==> src/rtl/mem_ctrl.sv <==
// mem_ctrl: arbitrates one byte-wide synchronous-read RAM port between instruction fetch (IF)
// and load/store (MEM). Define MEM_CTRL_RR_EN for round-robin arbitration instead of MEM-first.
module mem_ctrl #(
    parameter int unsigned ADDR_W = 32
) (
    input  logic              clk,
    input  logic              rst,
    input  logic              if_req_i,
    input  logic [ADDR_W-1:0] if_addr_i,
    output logic [31:0]       if_data_o,
    output logic              if_done_o,
    input  logic              mem_req_i,
    input  logic              mem_we_i,
    input  logic [1:0]        mem_len_i,
    input  logic [ADDR_W-1:0] mem_addr_i,
    input  logic [31:0]       mem_wdata_i,
    output logic [31:0]       mem_rdata_o,
    output logic              mem_done_o,
    output logic              ram_en_o,
    output logic              ram_wr_o,
    output logic [ADDR_W-1:0] ram_addr_o,
    output logic [7:0]        ram_wdata_o,
    input  logic [7:0]        ram_data_i
);

    localparam logic [1:0] ST_IDLE   = 2'd0;
    localparam logic [1:0] ST_IF_RD  = 2'd1;
    localparam logic [1:0] ST_MEM_RD = 2'd2;
    localparam logic [1:0] ST_MEM_WR = 2'd3;

    function automatic logic [2:0] len_bytes(input logic [1:0] len);
        case (len)
            2'b00:   len_bytes = 3'd1;
            2'b01:   len_bytes = 3'd2;
            default: len_bytes = 3'd4;
        endcase
    endfunction

    function automatic logic [7:0] get_lane(input logic [31:0] w, input logic [1:0] lane);
        case (lane)
            2'd0:    get_lane = w[7:0];
            2'd1:    get_lane = w[15:8];
            2'd2:    get_lane = w[23:16];
            default: get_lane = w[31:24];
        endcase
    endfunction

    function automatic logic [31:0] put_lane(input logic [31:0] w, input logic [1:0] lane,
                                             input logic [7:0] b);
        put_lane = w;
        case (lane)
            2'd0:    put_lane[7:0]   = b;
            2'd1:    put_lane[15:8]  = b;
            2'd2:    put_lane[23:16] = b;
            default: put_lane[31:24] = b;
        endcase
    endfunction

    logic [1:0]        state_q, state_d;
    logic [2:0]        cnt_q, cnt_d;
    logic [2:0]        len_q, len_d;
    logic [31:0]       wdata_q, wdata_d;
    logic [31:0]       asm_q, asm_d;
    logic              ram_en_q, ram_en_d;
    logic              ram_wr_q, ram_wr_d;
    logic [ADDR_W-1:0] ram_addr_q, ram_addr_d;
    logic [7:0]        ram_wdata_q, ram_wdata_d;
    logic              if_done_q, if_done_d;
    logic              mem_done_q, mem_done_d;
    logic              grant_mem_s, grant_if_s;
    logic [2:0]        nxt_s;

`ifdef MEM_CTRL_RR_EN
    logic last_mem_q, last_mem_d;

    // Round-robin grant: when both pend, serve the requester not granted last time.
    always_comb begin
        if (mem_req_i && if_req_i) begin
            grant_mem_s = !last_mem_q;
        end else begin
            grant_mem_s = mem_req_i;
        end
        grant_if_s = if_req_i && !grant_mem_s;
        if ((state_q == ST_IDLE) && (grant_mem_s || grant_if_s)) begin
            last_mem_d = grant_mem_s;
        end else begin
            last_mem_d = last_mem_q;
        end
    end

    // Last-granted flag; resets to MEM so IF wins the first contest.
    always_ff @(posedge clk or negedge rst) begin
        if (!rst) begin
            last_mem_q <= 1'b1;
        end else begin
            last_mem_q <= last_mem_d;
        end
    end
`else
    // Fixed priority grant: MEM always beats IF.
    always_comb begin
        grant_mem_s = mem_req_i;
        grant_if_s  = if_req_i && !mem_req_i;
    end
`endif

    // Next-state and RAM-side sequencing; cnt_q counts edges since the grant edge.
    always_comb begin
        state_d     = state_q;
        cnt_d       = cnt_q;
        len_d       = len_q;
        wdata_d     = wdata_q;
        asm_d       = asm_q;
        ram_en_d    = ram_en_q;
        ram_wr_d    = ram_wr_q;
        ram_addr_d  = ram_addr_q;
        ram_wdata_d = ram_wdata_q;
        if_done_d   = 1'b0;
        mem_done_d  = 1'b0;
        nxt_s       = cnt_q + 3'd1;
        case (state_q)
            ST_IDLE: begin
                cnt_d = 3'd0;
                if (grant_mem_s) begin
                    state_d     = mem_we_i ? ST_MEM_WR : ST_MEM_RD;
                    len_d       = len_bytes(mem_len_i);
                    wdata_d     = mem_wdata_i;
                    asm_d       = 32'h0000_0000;
                    ram_en_d    = 1'b1;
                    ram_wr_d    = mem_we_i;
                    ram_addr_d  = mem_addr_i;
                    ram_wdata_d = mem_we_i ? mem_wdata_i[7:0] : 8'h00;
                end else if (grant_if_s) begin
                    state_d     = ST_IF_RD;
                    len_d       = 3'd4;
                    asm_d       = 32'h0000_0000;
                    ram_en_d    = 1'b1;
                    ram_wr_d    = 1'b0;
                    ram_addr_d  = if_addr_i;
                    ram_wdata_d = 8'h00;
                end else begin
                    ram_en_d = 1'b0;
                    ram_wr_d = 1'b0;
                end
            end
            ST_IF_RD, ST_MEM_RD: begin
                cnt_d = nxt_s;
                if (nxt_s < len_q) begin
                    ram_en_d   = 1'b1;
                    ram_addr_d = ram_addr_q + ADDR_W'(1'b1);
                end else begin
                    ram_en_d = 1'b0;
                end
                // RAM data lags its address by one cycle, so lane k lands two edges after it.
                if ((nxt_s >= 3'd2) && ((nxt_s - 3'd2) < len_q)) begin
                    asm_d = put_lane(asm_q, 2'(nxt_s - 3'd2), ram_data_i);
                end else begin
                    asm_d = asm_q;
                end
                if (nxt_s == (len_q + 3'd1)) begin
                    state_d    = ST_IDLE;
                    if_done_d  = (state_q == ST_IF_RD);
                    mem_done_d = (state_q == ST_MEM_RD);
                end else begin
                    state_d = state_q;
                end
            end
            ST_MEM_WR: begin
                cnt_d = nxt_s;
                if (nxt_s < len_q) begin
                    ram_en_d    = 1'b1;
                    ram_wr_d    = 1'b1;
                    ram_addr_d  = ram_addr_q + ADDR_W'(1'b1);
                    ram_wdata_d = get_lane(wdata_q, nxt_s[1:0]);
                end else begin
                    ram_en_d   = 1'b0;
                    ram_wr_d   = 1'b0;
                    mem_done_d = 1'b1;
                    state_d    = ST_IDLE;
                end
            end
            default: begin
                state_d  = ST_IDLE;
                ram_en_d = 1'b0;
                ram_wr_d = 1'b0;
            end
        endcase
    end

    // State and registered outputs; asynchronous reset aborts any transaction in flight.
    always_ff @(posedge clk or negedge rst) begin
        if (!rst) begin
            state_q     <= ST_IDLE;
            cnt_q       <= 3'd0;
            len_q       <= 3'd0;
            wdata_q     <= 32'h0000_0000;
            asm_q       <= 32'h0000_0000;
            ram_en_q    <= 1'b0;
            ram_wr_q    <= 1'b0;
            ram_addr_q  <= '0;
            ram_wdata_q <= 8'h00;
            if_done_q   <= 1'b0;
            mem_done_q  <= 1'b0;
        end else begin
            state_q     <= state_d;
            cnt_q       <= cnt_d;
            len_q       <= len_d;
            wdata_q     <= wdata_d;
            asm_q       <= asm_d;
            ram_en_q    <= ram_en_d;
            ram_wr_q    <= ram_wr_d;
            ram_addr_q  <= ram_addr_d;
            ram_wdata_q <= ram_wdata_d;
            if_done_q   <= if_done_d;
            mem_done_q  <= mem_done_d;
        end
    end

    assign if_data_o   = asm_q;
    assign mem_rdata_o = asm_q;
    assign if_done_o   = if_done_q;
    assign mem_done_o  = mem_done_q;
    assign ram_en_o    = ram_en_q;
    assign ram_wr_o    = ram_wr_q;
    assign ram_addr_o  = ram_addr_q;
    assign ram_wdata_o = ram_wdata_q;

endmodule
==> config.mk <==
export PLATFORM = sky130hd
export DESIGN_NAME = mem_ctrl
export DESIGN_NICKNAME = d
export VERILOG_FILES = /design/src/rtl/mem_ctrl.sv
export SDC_FILE = /design/constraint.sdc
export NUM_CORES = 1
export LEC_CHECK = 0
export ABC_AREA = 0
export CAP_MARGIN = 10
export CORE_MARGIN = 2
export CORE_UTILIZATION = 43
export CTS_BUF_LIST = sky130_fd_sc_hd__clkbuf_8
export CTS_CLUSTER_DIAMETER = 60
export DETAILED_ROUTE_END_ITERATION = 10
export GPL_TIMING_DRIVEN = 0
export PLACE_DENSITY = 0.8
export SYNTH_ARGS = -nofsm -noshare
export SYNTH_HDL_FRONTEND = slang
export SYNTH_SLANG_ARGS = --single-unit
==> constraint.sdc <==
create_clock -name clk -period 2.9 [get_ports clk]
set_clock_uncertainty 0.05 [all_clocks]
set_input_delay 0.58 -clock clk [delete_from_list [all_inputs] [get_ports clk]]
set_output_delay 0.58 -clock clk [all_outputs]
set_load 0.01 [all_outputs]
* After elaboration in Yosys (flattened, before gate mapping) *
Index checks and enable logic that the tools add are counted.
W data, S select, Z words.

word-level totals
  bits in registers = 116
  bits in latches = 0
  bits in writable memories = 0
  ROM bits = 0
  bits of input ports = 111
  output and inout bits = 108
  memories kept = 0

cells by class
  $add $sub $neg = 4
  $mul = 0
  div/mod/pow operators = 0
  magnitude comparators = 3
  eq/ne operators = 19
  shift operators = 0
  muxes and demuxes = 39
  bitwise operators = 0
  reductions and logical operators = 22

operators by type and width
  kind                     number
  $mux W32                 6
  $pmux W32 S2             2
  $mux W8                  8
  $add A32 B1 Y32 const B  1
  $pmux W8 S3              1
  $pmux W8 S2              1
  $reduce_and A4 Y1        4
  $pmux W3 S2              2
  $ne A2 B2 Y1 const B     5
  $mux W1                  9
  $eq A2 B1 Y1 const B     4
  $eq A2 B2 Y1 const B     4
  $logic_not A2 Y1         4
  $mux W2                  4
  $ne A2 B1 Y1 const B     4
  $add A3 B1 Y3 const B    2
  $lt A3 B3 Y1             2
  $mux W3                  2
  $pmux W1 S2              3
  $pmux W2 S3              1
  $reduce_and A2 Y1        3
  $reduce_and A3 Y1        2
  $reduce_bool A2 Y1       3
  $reduce_or A3 Y1         2
  other kinds (7)          8

* Longest topological paths before layout *
Gate-level depths: netlist of the first run.

  depth in word-level cells = 7
  mapped depth = 12
  gate-level depth less buffers = 10

* Least setup slack after synthesis of the first run *
Ideal clock, no wire load.

  kind = flip-flop to flip-flop
  start = register cnt_q[0]
  end = register asm_q[16] (netlist: if_data_o[16])
  library setup time = 149 ps
  arrival = 2906 ps
  required time = 2701 ps
  setup slack = -205 ps
  cell stages (with the launch flop) = 12
  buffers on the path = 1
  period minus slack after synthesis = 3105 ps
  path through = dfrtp_1 -> ha_1 -> buf_2 -> xor2_1 -> inv_1 -> ha_1 -> inv_1 -> ha_1 -> a211oi_1 -> nand3_1 -> a21oi_1 -> o22ai_1

on the way
  longest elaborated chain between the ends = 6
  elaborated cells on any way between the ends = 9

RTL lines
  element                               RTL line  text
  start, declared                       60        logic [2:0] cnt_q, cnt_d;
  start signal, assigned                206       cnt_q <= cnt_d;
  $add A3 B1 Y3 *                       120       nxt_s = cnt_q + 3'd1;
  $sub A3 B2 Y3                         156       asm_d = put_lane(asm_q, 2'(nxt_s - 3'd2), ram_data_i);
  $lt A3 B3 Y1                          155       if ((nxt_s >= 3'd2) && ((nxt_s - 3'd2) < len_q)) begin
  $logic_and A1 B1 Y1                   155
  $ne A2 B2 Y1 (no source line)         -
  $reduce_and A4 Y1 (no source line) *  -
  end signal, assigned                  209       asm_q <= asm_d;
  end, declared                         63        logic [31:0] asm_q, asm_d;

Mark *: on every way between the ends. The rest lies on a longest branch, timed or not.
A chain may end at the register's enable or synchronous reset.

* Worst setup path in the final report of the first run *
  start = register cnt_q[0]
  end = register asm_q[6] (netlist: if_data_o[6])

The elaborated chain is that of the path after synthesis.

==> results of run 1 <==
## stage by stage
step	power (W)	util
after floorplan	0.00589	-
after global placement	0.00800	0.607
after detailed placement	0.00812	0.609
after CTS	0.0100	0.651
after global routing	0.0108	0.656
final	0.0102	0.656
## what timing repair did
| action | in CTS | in global routing |
|---|---|---|
| setup buffers | 9 | 5 |
| endpoints found under the hold margin | 18 | 0 |
| hold buffers | 1 | 0 |
| resized for setup | 17 | 19 |
| setup endpoints to repair | 73 | 70 |
| pin swaps | 5 | 7 |
## final cells by class
class                           instances  share of cell area
Tap cell                              184              0.0241
Inverter                               52              0.0205
Timing Repair Buffer                  233               0.243
Sequential cell                       116               0.304
Clock buffer                           20              0.0289
Multi-Input combinational cell        409               0.326
Buffer                                 57              0.0370
Clock inverter                         12              0.0161
## registers in the layout (all words and copies together) (netlist names)
signal,count
mem_done_o,1
wdata_q,32
ram_addr_o,32
ram_wr_o,1
len_q,3
if_data_o,32
ram_wdata_o,8
state_q,2
cnt_q,3
if_done_o,1
ram_en_o,1
## logic make-up after synthesis
group | Yosys count | synth area share
AOI/OAI and AO/OA | 147 | 0.145
xor gates and xnor gates | 19 | 0.0261
adders and majority gates | 17 | 0.0334
buffers and inverters | 112 | 0.0853
DFF | 116 | 0.455
muxes | 77 | 0.132
and+or+nand+nor | 149 | 0.124
## Yosys cell counts (17+ instances only)
| master | count | area share |
|---|---|---|
| o22ai_1 | 46 | 0.045 |
| mux2i_1 | 22 | 0.035 |
| nor2_1 | 29 | 0.017 |
| o21ai_0 | 30 | 0.024 |
| ha_1 | 17 | 0.033 |
| dfrtp_1 | 116 | 0.46 |
| a21oi_1 | 29 | 0.023 |
| mux2_2 | 55 | 0.097 |
| buf_4 | 32 | 0.038 |
| nand2_1 | 53 | 0.031 |
| inv_1 | 51 | 0.030 |
| nand3_1 | 17 | 0.013 |
| clkbuf_1 | 20 | 0.012 |
## where the power goes
group          internal, W  switching (W)
sequential         0.00232       0.000670
combinational      0.00272        0.00286
clock             0.000916       0.000687
## routing by layer
layer,routed length [microns],part of all wire,GRT usage,vias up
met4,418,0.022,0.0950,0
met1,8380,0.44,0.317,2792
met2,9060,0.48,0.385,233
li1,-,-,-,2772
met3,1190,0.062,0.0535,31
met5,0,0,0,-
## worst max-delay path, delay by kind of cell, from the launching register on
kind            cells  cell delay [ns]
xor+xnor            1             0.21
buf+inv             4             0.46
simple gates        1             0.08
compound gates      3             0.71
fa+ha+maj           3             0.70
flops               1             0.41
## how the worst min path moves through the flow
stage | endpoint | slack [ns] | depth (start not counted)
after global routing | wdata_q[31] | 0.47 | 1
after CTS | wdata_q[2] | 0.46 | 1
after global placement | ram_wr_o | 0.42 | 2
final | ram_wdata_o[7] | 0.46 | 1
after floorplan | cnt_q[0] | 0.23 | 0
after detailed placement | ram_addr_o[31] | 0.38 | 1
==> flow_summary.json, run 1 <==
{
  "clk_pin_slew_ns": 0.07,
  "leakagePower_nw": 3.91,
  "crit_path_end": "if_data_o[6]",
  "final_cell_mix": "clkdlybuf4s50_1 (216), dfrtp_1 (116), mux2_2 (55)",
  "finalSetupTns_ns": 0,
  "ant_nets": 0,
  "setup.worst_path.start_class": "register",
  "grt.total_usage": 0.240,
  "placementRows": 44,
  "cts_root_buf": "clkbuf_8",
  "h-tree-depth": 4,
  "instances_no_fill": 1083,
  "dpl.hpwl_microns": 13900,
  "clock_path_buffers": 2,
  "setup_ws_ns": 0.129,
  "min_path_type": "register to register",
  "r2r_setup_slack_ns": 0.13,
  "cts_tree": "built",
  "grt_first_pass_wirelength_microns": 30000,
  "netlist_instances": 637,
  "vias": 5828,
  "cp_slowest_cell": "dfrtp_1",
  "die_h_microns": 126,
  "tightest_slew_ns": 0.825,
  "drcViolationCount": 0,
  "rr_startpoint": "cnt_q[0]",
  "maxCapViolCount": 0,
  "numCtsBuffers": 17,
  "hold_viol": 0,
  "yosysSeqAreaShare": 0.455,
  "post-place-cells": 1039,
  "finalCriticalPeriod_ns": 2.77,
  "crit_chain": "ha_1 -> buf_6 -> xor2_4 -> inv_2 -> ha_1 -> inv_1 -> ha_4 -> a211oi_4 -> buf_4 -> nand3_4 -> a21oi_4 -> o22ai_2",
  "drt-pass1-iter-count": 5,
  "initial_core_util": 0.439,
  "status": "finished clean",
  "io_buffers": 217,
  "cp-end-kind": "register",
  "fillCellCount": 1194,
  "syn_area_sq_um": 6380,
  "regArea_sq_um": 2900,
  "io-pin-count": 219,
  "drt-wirelength-per-cell_microns": 17.6,
  "cp.arrival_ns": 3.03,
  "finalCritPeriodShare": 0.955,
  "core_sq_um": 14500,
  "gr-total-overflow": 0,
  "ff2ff_path_depth": 12,
  "routed_wl_microns": 19000,
  "multiInputGateArea_sq_um": 3110,
  "die-area_sq_um": 15800,
  "final_area_sq_um": 9540,
  "ys_ff_latch": 116,
  "yosys_warnings": 0,
  "cp.required_ns": 3.16,
  "slew_headroom": 0.449,
  "synth-edff-count": 0,
  "peakVddDrop_uv": 512,
  "crit_fanout": 10,
  "final_common_cell": "clkdlybuf4s50_1",
  "syn_area_per_cell_sq_um": 10.0,
  "drv_slew": 0,
  "drt_iter0_markers": 420,
  "placed_area_sq_um": 8850,
  "setup_viol": 0,
  "synth.distinct_cells": 52,
  "area_growth_pct": 49.6,
  "pre_cts_ws_ns": -0.815,
  "clock_latency_ns": 0.44,
  "grt_max_degree": 99,
  "numClockSinks": 116,
  "synthFlopType": "dfrtp_1",
  "startpoint": "cnt_q[0]",
  "grt_pass1_vias": 5633,
  "power.density_nw_per_um2": 1070,
  "fp.dieW_microns": 126,
  "syn_nets": 765,
  "min-delay-start": "ram_wdata_o[7]",
  "crit_top_cell": "ha_1",
  "synthArstFlopShare": 1.00,
  "diodes": 0,
  "final_nets": 1014,
  "max_stage_delay_ns": 0.41,
  "antenna_found_initial": 0,
  "drive_above_1_share": 0.197,
  "worst-setup-path-type": "register to register",
  "fmax_mhz": 361,
  "hold_slack_ns": 0.456,
  "gp_congestion": 0.917,
  "reg2reg_to": "if_data_o[6]",
  "vias_per_cell": 5.38
}
No activity file was read; power rests on OpenSTA's default activity.
==> run 2, diff against run 1 <==
--- a/config.mk
+++ b/config.mk
@@ -8,12 +8,12 @@
 export ABC_AREA = 0
 export CAP_MARGIN = 10
 export CORE_MARGIN = 2
-export CORE_UTILIZATION = 43
+export CORE_UTILIZATION = 35
 export CTS_BUF_LIST = sky130_fd_sc_hd__clkbuf_8
 export CTS_CLUSTER_DIAMETER = 60
 export DETAILED_ROUTE_END_ITERATION = 10
 export GPL_TIMING_DRIVEN = 0
-export PLACE_DENSITY = 0.8
+export PLACE_DENSITY = 0.67
 export SYNTH_ARGS = -nofsm -noshare
 export SYNTH_HDL_FRONTEND = slang
 export SYNTH_SLANG_ARGS = --single-unit
==> flow_summary.json, run 2 (synthesis results as in run 1) <==
{
  "status": "finished clean",
  "dpl.hpwl_microns": 14300,
  "r2r_setup_slack_ns": 0.14,
  "hold_slack_ns": 0.453,
  "final_nets": 1012,
  "setup.worst_path.start_class": "register",
  "grt_max_degree": 82,
  "grt_pass1_vias": 5758,
  "grt.total_usage": 0.205,
  "maxCapViolCount": 0,
  "reg2reg_to": "if_data_o[20]",
  "min-delay-start": "ram_wr_o",
  "use_met2": 0.312,
  "regArea_sq_um": 2900,
  "clock_latency_ns": 0.43,
  "drcViolationCount": 0,
  "tightest_slew_ns": 0.778,
  "cts_root_buf": "clkbuf_8",
  "finalCriticalPeriod_ns": 2.76,
  "initial_core_util": 0.356,
  "cp-end-kind": "register",
  "final_common_cell": "clkdlybuf4s50_1",
  "cp.arrival_ns": 3.01,
  "finalCritPeriodShare": 0.952,
  "area_growth_pct": 49.7,
  "slew_headroom": 0.481,
  "peakVddDrop_uv": 396,
  "crit_fanout": 8,
  "final_cell_mix": "clkdlybuf4s50_1 (216), dfrtp_1 (116), mux2_2 (55)",
  "cp_slowest_cell": "dfrtp_1",
  "gp_congestion": 0.877,
  "core_sq_um": 17900,
  "h-tree-depth": 4,
  "vias": 5758,
  "max_stage_delay_ns": 0.40,
  "placed_area_sq_um": 8910,
  "drive_above_1_share": 0.186,
  "drt-pass1-iter-count": 5,
  "ant_nets": 0,
  "leakagePower_nw": 3.87,
  "numCtsBuffers": 17,
  "drt_iter0_markers": 379,
  "cts_tree": "built",
  "crit_chain": "ha_1 -> buf_6 -> xor2_4 -> inv_1 -> ha_1 -> inv_1 -> ha_4 -> a211oi_4 -> buf_12 -> nand3_4 -> a21oi_4 -> o22ai_1",
  "fmax_mhz": 362,
  "setup_viol": 0,
  "fp.dieW_microns": 139,
  "hold_viol": 0,
  "clk_pin_slew_ns": 0.07,
  "antenna_found_initial": 0,
  "cp.required_ns": 3.15,
  "hold_depth": 2,
  "vias_per_cell": 5.12,
  "worstHoldEndpoint": "ram_wr_o",
  "grt_busiest_layer": "met2",
  "rr_startpoint": "cnt_q[0]",
  "numClockSinks": 116,
  "io_buffers": 217,
  "worst-setup-path-type": "register to register",
  "fillCellCount": 1672,
  "die_h_microns": 139,
  "drt-wirelength-per-cell_microns": 17.2,
  "multiInputGateArea_sq_um": 3100,
  "gr-total-overflow": 0,
  "clock_path_buffers": 2,
  "met1_usage": 0.293,
  "die-area_sq_um": 19300,
  "power.density_nw_per_um2": 1060,
  "grt_first_pass_wirelength_microns": 31500,
  "drv_slew": 0,
  "placementRows": 49,
  "routed_wl_microns": 19400,
  "diodes": 0,
  "min_path_type": "register to register",
  "final_area_sq_um": 9550,
  "io-pin-count": 219,
  "ff2ff_path_depth": 12,
  "grt_use_met3": 0.0452
}
run 2: cell count changes in the layout (fill, tap and decap cells not counted), moves of 2 or more:
cell and delta:
clkinvlp_4 +2, clkinv_4 -3, inv_2 -2, inv_1 +3, buf_4 -3, inv_6 +2
clkbuf_8 -2
run 2: critical path, delay by kind of cell (launching register included):
kind | cells | cell delay [ns]
adder cells (fa/ha/maj) | 3 | 0.73
buffers and inverters | 4 | 0.48
AO/OA/AOI/OAI | 3 | 0.68
XOR/XNOR | 1 | 0.19
flip-flops | 1 | 0.40
AND/OR/NAND/NOR | 1 | 0.08
run 2: per-stage QoR:
step / cells / power [W] / util / setup TNS, ns / setup slack (ns)
global route: 1125 / 0.0108 / 0.533 / -0.0219 / -0.00984
detailed placement: 1084 / 0.00817 / 0.498 / -38.08 / -0.736
finish: 1125 / 0.0101 / 0.533 / 0 / 0.140
CTS: 1124 / 0.0101 / 0.531 / 0 / 0.0445
global placement: 1083 / 0.00809 / 0.496 / -442.73 / -3.50
floorplan: 637 / 0.00589 / - / -0.139 / -0.00875
run 2: per-layer routing:
layer  part of all wire  routed length [microns]
met1               0.47                     9050
met2               0.46                     8890
met3              0.058                     1130
met4              0.017                      336
met5                  0                        0
run 2: timing repair:
action	CTS	global route
setup buffers	9	2
hold buffers	1	0
endpoints found under the hold margin	35	0
gates cloned	0	0
pin swaps	6	5
endpoints found under the setup margin	73	57
gates resized for setup	17	10
run 2: final cells by class:
class / count / share of cell area
Buffer: 58 / 0.0369
Clock buffer: 18 / 0.0259
Sequential cell: 116 / 0.304
Timing Repair Buffer: 230 / 0.241
Tap cell: 229 / 0.0300
Multi-Input combinational cell: 409 / 0.325
Inverter: 52 / 0.0204
Clock inverter: 13 / 0.0166
run 2: worst max path at each step:
stage,from,endpoint,slack [ns],depth (start not counted)
global route,cnt_q[0],if_data_o[24],-0.01,12
CTS,state_q[1],ram_addr_o[15],0.04,10
floorplan,cnt_q[0],if_data_o[24],-0.009,11
finish,cnt_q[0],if_data_o[20],0.14,12
detailed placement,cnt_q[0],ram_wdata_o[0],-0.74,10
global placement,rst,ram_addr_o[31],-3.50,1
run 2: power by group:
group	switching, W	internal, W
registers	0.000686	0.00232
logic	0.00284	0.00268
clock network	0.000696	0.000866
==> run 3, diff against run 2 <==
--- a/config.mk
+++ b/config.mk
@@ -7,13 +7,15 @@
 export LEC_CHECK = 0
 export ABC_AREA = 0
 export CAP_MARGIN = 10
+export CELL_PAD_IN_SITES_DETAIL_PLACEMENT = 1
+export CELL_PAD_IN_SITES_GLOBAL_PLACEMENT = 2
 export CORE_MARGIN = 2
-export CORE_UTILIZATION = 35
+export CORE_UTILIZATION = 25
 export CTS_BUF_LIST = sky130_fd_sc_hd__clkbuf_8
 export CTS_CLUSTER_DIAMETER = 60
 export DETAILED_ROUTE_END_ITERATION = 10
 export GPL_TIMING_DRIVEN = 0
-export PLACE_DENSITY = 0.67
+export PLACE_DENSITY_LB_ADDON = 0.1
 export SYNTH_ARGS = -nofsm -noshare
 export SYNTH_HDL_FRONTEND = slang
 export SYNTH_SLANG_ARGS = --single-unit
==> flow_summary.json, run 3 (synthesis results as in run 1) <==
{
  "slew_headroom": 0.408,
  "initial_core_util": 0.254,
  "post-place-cells": 1185,
  "rsz0062_at_grt": "false",
  "met1_usage": 0.214,
  "final_nets": 1013,
  "clk_pin_slew_ns": 0.08,
  "drcViolationCount": 0,
  "cp-end-kind": "register",
  "die_h_microns": 164,
  "drt-pass1-iter-count": 4,
  "cts_hold_buf": 0,
  "setup.worst_path.start_class": "register",
  "placementRows": 58,
  "ff2ff_path_depth": 12,
  "cp_slowest_cell": "dfrtp_1",
  "core_sq_um": 25100,
  "max_stage_delay_ns": 0.40,
  "io_buffers": 217,
  "clock_path_buffers": 2,
  "drt-wirelength-per-cell_microns": 19.0,
  "placed_area_sq_um": 9040,
  "peakVddDrop_uv": 475,
  "crit_top_cell": "ha_1",
  "final_area_sq_um": 9790,
  "hold_viol": 0,
  "final_cell_mix": "clkdlybuf4s50_1 (216), dfrtp_1 (116), mux2_2 (55)",
  "drt_iter0_markers": 168,
  "crit_buf_inv": 4,
  "final_common_cell": "clkdlybuf4s50_1",
  "vias_per_cell": 4.77,
  "h-tree-depth": 4,
  "crit_family": "adder cells",
  "routed_wl_microns": 23300,
  "maxCapViolCount": 0,
  "cp.arrival_ns": 2.97,
  "die-area_sq_um": 26800,
  "grt_use_met3": 0.0432,
  "crit_chain": "ha_1 -> buf_6 -> xor2_4 -> inv_2 -> ha_1 -> inv_1 -> ha_4 -> a211oi_4 -> buf_12 -> nand3_4 -> a21oi_4 -> o22ai_1",
  "drive_above_1_share": 0.202,
  "power.density_nw_per_um2": 1070,
  "fmax_mhz": 366,
  "cts_root_buf": "clkbuf_8",
  "crit_fanout": 8,
  "grt_first_pass_wirelength_microns": 36100,
  "grt_max_degree": 69,
  "numCtsBuffers": 17,
  "fp.dieW_microns": 164,
  "finalCritPeriodShare": 0.941,
  "status": "finished clean",
  "cp.required_ns": 3.14,
  "total_power_w": 0.0105,
  "finalCriticalPeriod_ns": 2.73,
  "gp_congestion": 0.781,
  "area_growth_pct": 53.6,
  "antenna_found_initial": 3,
  "tightest_slew_ns": 0.885,
  "worst-setup-path-type": "register to register",
  "io-pin-count": 219,
  "setup_viol": 0,
  "cts_tree": "built",
  "hold_slack_ns": 0.0375,
  "grt_pass1_vias": 6316,
  "min_path_type": "primary input to async pin",
  "use_met2": 0.318,
  "leakagePower_nw": 3.94,
  "grt_busiest_layer": "met2",
  "crit_cells": 12,
  "dpl.hpwl_microns": 17300,
  "grt.total_usage": 0.176,
  "numClockSinks": 116,
  "instances_no_fill": 1227,
  "clock_latency_ns": 0.43,
  "drv_slew": 0,
  "ant_nets": 0,
  "gr-total-overflow": 0,
  "vias": 5857
}
==> run 3: cell types whose count changed in the layout (fill, tap and decap cells not counted), sizes merged <==
cell / previous run / this run
diode: 0 / 1
inv: 55 / 54
dlygate4sd3: 1 / 0
clkinv: 2 / 4
bufinv: 3 / 5
clkinvlp: 5 / 1
buf: 52 / 54
==> run 3: routing by layer <==
layer | wire length [microns] | share of wire
met5 | 27 | 0.0012
met4 | 131 | 0.0056
met3 | 1080 | 0.046
met2 | 12200 | 0.52
met1 | 9840 | 0.42
==> run 3: layout make-up <==
class	instances	area, sq um
Clock inverter	12	189
Tap cell	330	413
Antenna cell	1	2.50
Multi-Input combinational cell	409	3160
Sequential cell	116	2900
Buffer	58	355
Inverter	52	195
Fill cell	2835	15300
Clock buffer	18	248
Timing Repair Buffer	231	2320
==> run 3: where the power goes <==
group	switching [W]	internal, W	total, W
sequential	0.000707	0.00232	0.00303
combinational	0.00300	0.00278	0.00577
clock	0.000680	0.00103	0.00171
==> run 3: worst reg2reg max path, stage by stage, from the launching register on <==
cell and delay (ns):
dfrtp_1 0.40, ha_1 0.21, buf_6 0.13, xor2_4 0.21
inv_2 0.06, ha_1 0.29, inv_1 0.09, ha_4 0.21
a211oi_4 0.24, buf_12 0.16, nand3_4 0.09, a21oi_4 0.32
o22ai_1 0.14
==> run 3: through the flow <==
| stage | worst slack [ns] | setup TNS [ns] | util |
|---|---|---|---|
| 2_1_floorplan | -0.00875 | -0.139 | - |
| 3_3_place_gp | -3.70 | -472.74 | 0.359 |
| 3_5_place_dp | -1.07 | -55.75 | 0.360 |
| 4_1_cts | 0.00154 | 0 | 0.385 |
| 5_1_grt | 0.0251 | 0 | 0.390 |
| 6_report | 0.171 | 0 | 0.390 |
==> run 3: worst paths after layout <==
path,from,to,slack (ns)
worst min-delay path,rst,ram_wdata_o[7],0.04
worst min register to register,ram_wr_o,ram_wr_o,0.45
worst max register to register,cnt_q[0],if_data_o[23],0.17
min in group clk,ram_wr_o,ram_wr_o,0.45
worst max-delay path,cnt_q[0],if_data_o[23],0.17
max in group asynchronous,rst,if_data_o[3],2.02
==> run 3: what timing repair did <==
item,CTS,global route
setup endpoints to repair,76,51
endpoints found under the hold margin,0,0
buffers inserted,7,6
resized for setup,23,17
pin swaps,6,15
